--- src/rtl/pic_pkg.sv ---
// Shared definitions for the 8259A-style PIC bus interface and control logic.
package pic_pkg;

   localparam int DATA_W = 8;

   // Command codes presented to the control logic
   localparam logic [2:0] CODE_ICW1 = 3'b000;
   localparam logic [2:0] CODE_ICW2 = 3'b001;
   localparam logic [2:0] CODE_ICW3 = 3'b010;
   localparam logic [2:0] CODE_ICW4 = 3'b011;
   localparam logic [2:0] CODE_OCW1 = 3'b100;
   localparam logic [2:0] CODE_OCW2 = 3'b101;
   localparam logic [2:0] CODE_OCW3 = 3'b110;
   localparam logic [2:0] IDLE_CODE = 3'b111;

   // Bit positions inside the written data byte
   localparam int IC4_BIT       = 0;
   localparam int SNGL_BIT      = 1;
   localparam int OCW3_MARK_BIT = 3;
   localparam int ICW1_MARK_BIT = 4;

   // Initialization sequence states
   typedef enum logic [2:0] {
      READY,
      WAIT_ICW2,
      WAIT_ICW3,
      WAIT_ICW4,
      OPER
   } pic_state_e;

endpackage

--- src/rtl/pic_cmd_decode.sv ---
// Classifies a captured write into a command code and the following
// initialization state, given the current state and the ICW1 options.
module pic_cmd_decode
   import pic_pkg::*;
(
   input  pic_state_e                              state,
   input  logic                                    a0,
   input  logic [ICW1_MARK_BIT:OCW3_MARK_BIT]      d_mark,
   input  logic                                    sngl,
   input  logic                                    no_icw4,
   output logic                                    valid,
   output logic [2:0]                              code,
   output pic_state_e                              next_state
);

   // ICW1 wins in every state; otherwise the expected word depends on the state
   always_comb begin
      valid      = 1'b0;
      code       = IDLE_CODE;
      next_state = state;
      if (!a0 && d_mark[ICW1_MARK_BIT]) begin
         valid      = 1'b1;
         code       = CODE_ICW1;
         next_state = WAIT_ICW2;
      end else begin
         case (state)
            WAIT_ICW2: begin
               if (a0) begin
                  valid = 1'b1;
                  code  = CODE_ICW2;
                  if (!sngl)
                     next_state = WAIT_ICW3;
                  else if (!no_icw4)
                     next_state = WAIT_ICW4;
                  else
                     next_state = OPER;
               end
            end
            WAIT_ICW3: begin
               if (a0) begin
                  valid      = 1'b1;
                  code       = CODE_ICW3;
                  next_state = no_icw4 ? OPER : WAIT_ICW4;
               end
            end
            WAIT_ICW4: begin
               if (a0) begin
                  valid      = 1'b1;
                  code       = CODE_ICW4;
                  next_state = OPER;
               end
            end
            OPER: begin
               valid = 1'b1;
               if (a0)
                  code = CODE_OCW1;
               else if (!d_mark[OCW3_MARK_BIT])
                  code = CODE_OCW2;
               else
                  code = CODE_OCW3;
            end
            default: begin
            end
         endcase
      end
   end

endmodule

--- src/rtl/pic_rw_logic.sv ---
// PIC bus-interface stage: captures CPU writes, commits them as ICW/OCW
// commands on WR_n release, and registers read-select flags.
module pic_rw_logic
   import pic_pkg::*;
(
   input  logic              clk,
   input  logic              reset,
   input  logic              CS_n,
   input  logic              WR_n,
   input  logic              RD_n,
   input  logic              A0,
   input  logic [DATA_W-1:0] D_in,
   output logic [2:0]        WR_cur,
   output logic [DATA_W-1:0] Ds,
   output logic              wr_strobe,
   output logic              NO_ICW4,
   output logic              SNGL,
   output logic              init_done,
   output logic              RD_flag,
   output logic              rd_imr
);

   pic_state_e        state_q, state_d;
   logic              wr_active_q, wr_active_d;
   logic              wr_seen_high_q, wr_seen_high_d;
   logic              hold_a0_q, hold_a0_d;
   logic [DATA_W-1:0] hold_d_q, hold_d_d;
   logic [2:0]        wr_cur_q, wr_cur_d;
   logic [DATA_W-1:0] ds_q, ds_d;
   logic              wr_strobe_q, wr_strobe_d;
   logic              no_icw4_q, no_icw4_d;
   logic              sngl_q, sngl_d;
   logic              rd_flag_q, rd_flag_d;
   logic              rd_imr_q, rd_imr_d;

   logic              dec_valid;
   logic [2:0]        dec_code;
   pic_state_e        dec_next;

   pic_cmd_decode u_decode (
      .state      (state_q),
      .a0         (hold_a0_q),
      .d_mark     (hold_d_q[ICW1_MARK_BIT:OCW3_MARK_BIT]),
      .sngl       (sngl_q),
      .no_icw4    (no_icw4_q),
      .valid      (dec_valid),
      .code       (dec_code),
      .next_state (dec_next)
   );

   // Capture/abort/commit control; a write phase only counts if WR_n was
   // seen high since reset, so a strobe held across reset is discarded
   always_comb begin
      state_d        = state_q;
      wr_active_d    = wr_active_q;
      wr_seen_high_d = wr_seen_high_q | WR_n;
      hold_a0_d      = hold_a0_q;
      hold_d_d       = hold_d_q;
      wr_cur_d       = wr_cur_q;
      ds_d           = ds_q;
      wr_strobe_d    = 1'b0;
      no_icw4_d      = no_icw4_q;
      sngl_d         = sngl_q;
      rd_flag_d      = !CS_n && !RD_n && WR_n && !A0;
      rd_imr_d       = !CS_n && !RD_n && WR_n && A0;
      if (!CS_n && !WR_n && RD_n && wr_seen_high_q) begin
         wr_active_d = 1'b1;
         hold_a0_d   = A0;
         hold_d_d    = D_in;
      end else if (wr_active_q && CS_n) begin
         wr_active_d = 1'b0;
      end else if (wr_active_q && WR_n) begin
         wr_active_d = 1'b0;
         if (dec_valid) begin
            wr_cur_d    = dec_code;
            ds_d        = hold_d_q;
            wr_strobe_d = 1'b1;
            state_d     = dec_next;
            if (dec_code == CODE_ICW1) begin
               sngl_d    = hold_d_q[SNGL_BIT];
               no_icw4_d = ~hold_d_q[IC4_BIT];
            end
         end
      end
   end

   // State and output registers
   always_ff @(posedge clk or posedge reset) begin
      if (reset) begin
         state_q        <= READY;
         wr_active_q    <= 1'b0;
         wr_seen_high_q <= 1'b0;
         hold_a0_q      <= 1'b0;
         hold_d_q       <= '0;
         wr_cur_q       <= IDLE_CODE;
         ds_q           <= '0;
         wr_strobe_q    <= 1'b0;
         no_icw4_q      <= 1'b0;
         sngl_q         <= 1'b0;
         rd_flag_q      <= 1'b0;
         rd_imr_q       <= 1'b0;
      end else begin
         state_q        <= state_d;
         wr_active_q    <= wr_active_d;
         wr_seen_high_q <= wr_seen_high_d;
         hold_a0_q      <= hold_a0_d;
         hold_d_q       <= hold_d_d;
         wr_cur_q       <= wr_cur_d;
         ds_q           <= ds_d;
         wr_strobe_q    <= wr_strobe_d;
         no_icw4_q      <= no_icw4_d;
         sngl_q         <= sngl_d;
         rd_flag_q      <= rd_flag_d;
         rd_imr_q       <= rd_imr_d;
      end
   end

   assign WR_cur    = wr_cur_q;
   assign Ds        = ds_q;
   assign wr_strobe = wr_strobe_q;
   assign NO_ICW4   = no_icw4_q;
   assign SNGL      = sngl_q;
   assign init_done = (state_q == OPER);
   assign RD_flag   = rd_flag_q;
   assign rd_imr    = rd_imr_q;

endmodule

--- config.mk ---
export PLATFORM = sky130hd
export DESIGN_NAME = pic_rw_logic
export DESIGN_NICKNAME = d
export VERILOG_FILES = /design/src/rtl/pic_pkg.sv /design/src/rtl/pic_cmd_decode.sv /design/src/rtl/pic_rw_logic.sv
export SDC_FILE = /design/constraint.sdc
export NUM_CORES = 1
export LEC_CHECK = 0
export BUFFER_PORTS_ARGS = -buffer_cell sky130_fd_sc_hd__buf_2
export CAP_MARGIN = 10
export CORE_ASPECT_RATIO = 1.25
export CORE_MARGIN = 2
export CORE_UTILIZATION = 39
export CTS_BUF_LIST = sky130_fd_sc_hd__clkbuf_4 sky130_fd_sc_hd__clkbuf_8 sky130_fd_sc_hd__clkbuf_16
export CTS_CLUSTER_SIZE = 20
export DETAILED_ROUTE_END_ITERATION = 6
export HOLD_SLACK_MARGIN = 0.05
export MAX_ROUTING_LAYER = met4
export SLEW_MARGIN = 25
export SYNTH_ARGS = -nofsm -noshare
export SYNTH_HDL_FRONTEND = slang
export SYNTH_HIERARCHICAL = 1
export SYNTH_SLANG_ARGS = --single-unit
--- constraint.sdc ---
create_clock -name clk -period 2.5 [get_ports clk]
set_input_delay 0.125 -clock clk [delete_from_list [all_inputs] [get_ports clk]]
set_output_delay 0.125 -clock clk [all_outputs]
set_load 0.1 [all_outputs]
==> flow_metrics.env <==
export IMPL_ff2ff_path_depth=5
export IMPL_r2r_setup_slack_ps=530
export IMPL_synthDominantAreaCellType="dfrtp_1"
export IMPL_critical_path_endpoint_type="register"
export IMPL_final_fill_count=307
export IMPL_worst_path_clk_slew_ps=60
export IMPL_overflow=0
export IMPL_total_wirelength_um=2651
export IMPL_timing_worst_setup_path_type="reg -> reg"
export IMPL_ratio_of_cells_with_drive_above_1_in_the_final_layout_pct=52.45
export IMPL_avgSynthCellArea_um2=13.21
export IMPL_port_buffer_count=30
export IMPL_clock_tree_from_tritoncts="built"
export IMPL_max_cap_viol_count=0
export IMPL_cp_top_family="simple AND/OR/NAND/NOR gates"
export IMPL_synth_most_common_cell="dfrtp_1"
export IMPL_clk_insertion_delay_late_ps=280
export IMPL_cp_cell_sequence="nor2b_1, a211o_1, nand4b_4, or4_4, mux2_4"
export IMPL_via_count=924
export IMPL_floorplan_initialDensity_pct=41.02
export IMPL_post_synth_num_cell_types=32
export IMPL_row_count=23
export IMPL_rsz0062_at_grt="false"
export IMPL_core_area_mm2=0.003252
export IMPL_wl_per_cell_um=14.73
export IMPL_detailedPlacementHpwl_um=1832
export IMPL_htree_levels=2
export IMPL_number_of_synthesized_flops_with_an_enable_pin=0
export IMPL_slowest_delay_ps=470
export IMPL_hold_violation_count_in_the_final_report=0
export IMPL_wire_length_of_the_first_global_routing_pass_um=4519
export IMPL_synth_top_cell_area_share_pct=50.66
export IMPL_routed_via_density=5.133
export IMPL_finalSetupViolCount=0
export IMPL_grt_max_degree=31
export IMPL_synth_ff_latch_count=30
export IMPL_synth_async_reset_ratio_pct=100.0
export IMPL_max_clock_freq_mhz=508.6
export IMPL_placement_setup_worst_slack_ps=545.1
export IMPL_timing_critical_path_fanout_max=8
export IMPL_syn2layout_area_growth_pct=24.95
export IMPL_cts_setup_buffers=0
export IMPL_ir_drop_v=0.0006283
export IMPL_final_setup_worst_slack_ps=534.0
export IMPL_finalCriticalPeriod_ps=1966
export IMPL_worst_endpoint_required_ps=2670
export IMPL_final_net_count=156
export IMPL_netlist_top_cells_area="dfrtp_1 (51%), mux2_2 (19%), dfstp_2 (5.9%), a21oi_1 (2.6%), nand4b_4 (1.8%)"
export IMPL_die_width_um=56.31
export IMPL_timing_max_transition_violations_final=0
export IMPL_grt_antenna_before_repair=0
export IMPL_root_buffer="clkbuf_8"
export IMPL_holdPathStages=2
export IMPL_die_area_mm2=0.003907
export IMPL_rr_startpoint="hold_a0_q"
export IMPL_timing_final_crit_share_pct=78.64
export IMPL_syn_instance_count=101
export IMPL_synth_seq_area_share_pct=56.57
export IMPL_min_path_type="in -> reg"
export IMPL_crit_slowest_cell="dfrtp_1"
export IMPL_final_antenna_net_count=0
export IMPL_slew_headroom_pct=47.69
export IMPL_min_delay_endpoint="hold_d_q[1]"
export IMPL_globalRouteTotalUtil_pct=15.67
export IMPL_routabilityCongestion=0.9271
export IMPL_tightest_slew_ps=780.4
export IMPL_syn_cell_area_mm2=0.001334
export IMPL_drt_first_pass_iters=3
export IMPL_synth_nets=115
export IMPL_synth_warning_count=6
export IMPL_totalNegativeSetupSlack_ps=0
export IMPL_hp_start="D_in[1]"
export IMPL_cts_buffer_depth=2
export IMPL_crit_arrival_ps=2130
export IMPL_drc_errors=0
export IMPL_crit_path_start_kind="register"
export IMPL_clock_sinks=30
export IMPL_diodes=0
export IMPL_drtIter0Drc=11
export IMPL_vias_in_the_first_global_route=951
export IMPL_power_per_cell_area_mw_per_mm2=983.8
export IMPL_clock_skew_final_ps=11.60
export IMPL_worst_path_buf_inv=0
export IMPL_synth_main_ff_cell="dfrtp_1"
export IMPL_static_leakage_power_nw=0.8471
export IMPL_outcome="completed"
export IMPL_number_of_buffers_added_by_the_clock_tree_synthesis_step=5
export IMPL_rr_endpoint="SNGL"
export IMPL_dieHeight_um=69.39
export IMPL_post_synth_most_frequent_cells="dfrtp_1 (27), mux2_2 (23), a21oi_1 (7), inv_1 (5), nor2_1 (4)"
export IMPL_num_io_pins=31
[flip-flops by register name, summed over array words and instances (netlist names)]
| signal | count |
|---|---|
| WR_cur | 3 |
| wr_seen_high_q | 1 |
| rd_imr | 1 |
| wr_strobe | 1 |
| state_q | 3 |
| Ds | 8 |
| wr_active_q | 1 |
| hold_d_q | 8 |
| RD_flag | 1 |
| NO_ICW4 | 1 |
| hold_a0_q | 1 |
| SNGL | 1 |
[routing by layer]
| metal | vias to the layer above | global-route usage (%) | part of all wire (%) |
|---|---|---|---|
| li1 | 441 | - | - |
| met1 | 453 | 18.01 | 41 |
| met2 | 24 | 24.44 | 51 |
| met3 | 6 | 4.664 | 5.2 |
| met4 | 0 | 8.466 | 2.3 |
| met5 | - | - | 0 |
[through the flow]
stage	hold WS, ps	util [%]	cells	area, µm²	power [W]
2_1_floorplan	194.6	-	101	1339	0.001168
3_3_place_gp	208.6	47.36	168	1540	0.001262
3_5_place_dp	218.8	47.36	168	1540	0.001273
4_1_cts	65.50	51.25	180	1667	0.001663
5_1_grt	76.72	51.25	180	1667	0.001717
6_report	76.94	51.25	180	1667	0.001640
[cell type report]
type / count / area [µm²] / area share, %
Sequential cell: 30 / 754.5 / 45.27
Multi-Input combinational cell: 64 / 555.5 / 33.33
Timing Repair Buffer: 36 / 205.2 / 12.31
Clock buffer: 6 / 76.32 / 4.580
Tap cell: 37 / 46.29 / 2.778
Inverter: 5 / 18.77 / 1.126
Clock inverter: 2 / 10.01 / 0.6006
[how the worst max path moves through the flow]
| stage | startpoint | end | slack (ps) | depth (start not counted) |
|---|---|---|---|---|
| after global routing | hold_a0_q | SNGL | 430 | 5 |
| final | hold_a0_q | SNGL | 530 | 5 |
| after CTS | hold_a0_q | SNGL | 530 | 5 |
| after global placement | hold_a0_q | SNGL | 590 | 5 |
| after floorplan | hold_a0_q | SNGL | 590 | 5 |
| after detailed placement | hold_a0_q | SNGL | 550 | 5 |
[kinds of logic (layout without fill, tap and decap cells)]
group / Yosys count / after routing / share of synthesized area (%)
buf+inv: 7 / 49 / 2.158
simple gates: 24 / 24 / 13.60
flops: 30 / 30 / 56.57
mux: 25 / 25 / 21.29
compound gates: 15 / 15 / 6.379
[worst register-to-register path, delay by kind of cell, from the launching register on]
kind	cells	cell delay, ps
multiplexers	1	300
flip-flops	1	470
AND/OR/NAND/NOR	3	890
AO/OA/AOI/OAI	1	190
[cell usage in the layout, fill, tap and decap left out, drive strengths merged]
master,n
nand4b,1
nor2b,3
a211o,1
buf,32
clkbuf,6
nor3b,1
nor3,2
nand2b,2
a31oi,1
clkinv,2
nor4bb,1
or2b,1
and2b,1
o21a,1
a21oi,7
o21ai,3
mux2,24
dfstp,3
nor4b,1
dfrtp,27
o22ai,2
nand3,1
nor2,6
inv,5
nand2,2
dlygate4sd3,4
mux2i,1
or2,1
or4,1
[power breakdown]
group          switching, W  internal [W]
combinational      0.000487      0.000136
sequential        0.0000596      0.000583
clock              0.000171      0.000203
total              0.000718      0.000922
[what timing repair did]
item / 4_1_cts / 5_1_grt
hold endpoints to repair: 29 / 0
hold buffers: 4 / 0
gates resized for setup: 0 / 0
(Power assumes the default switching activity.)
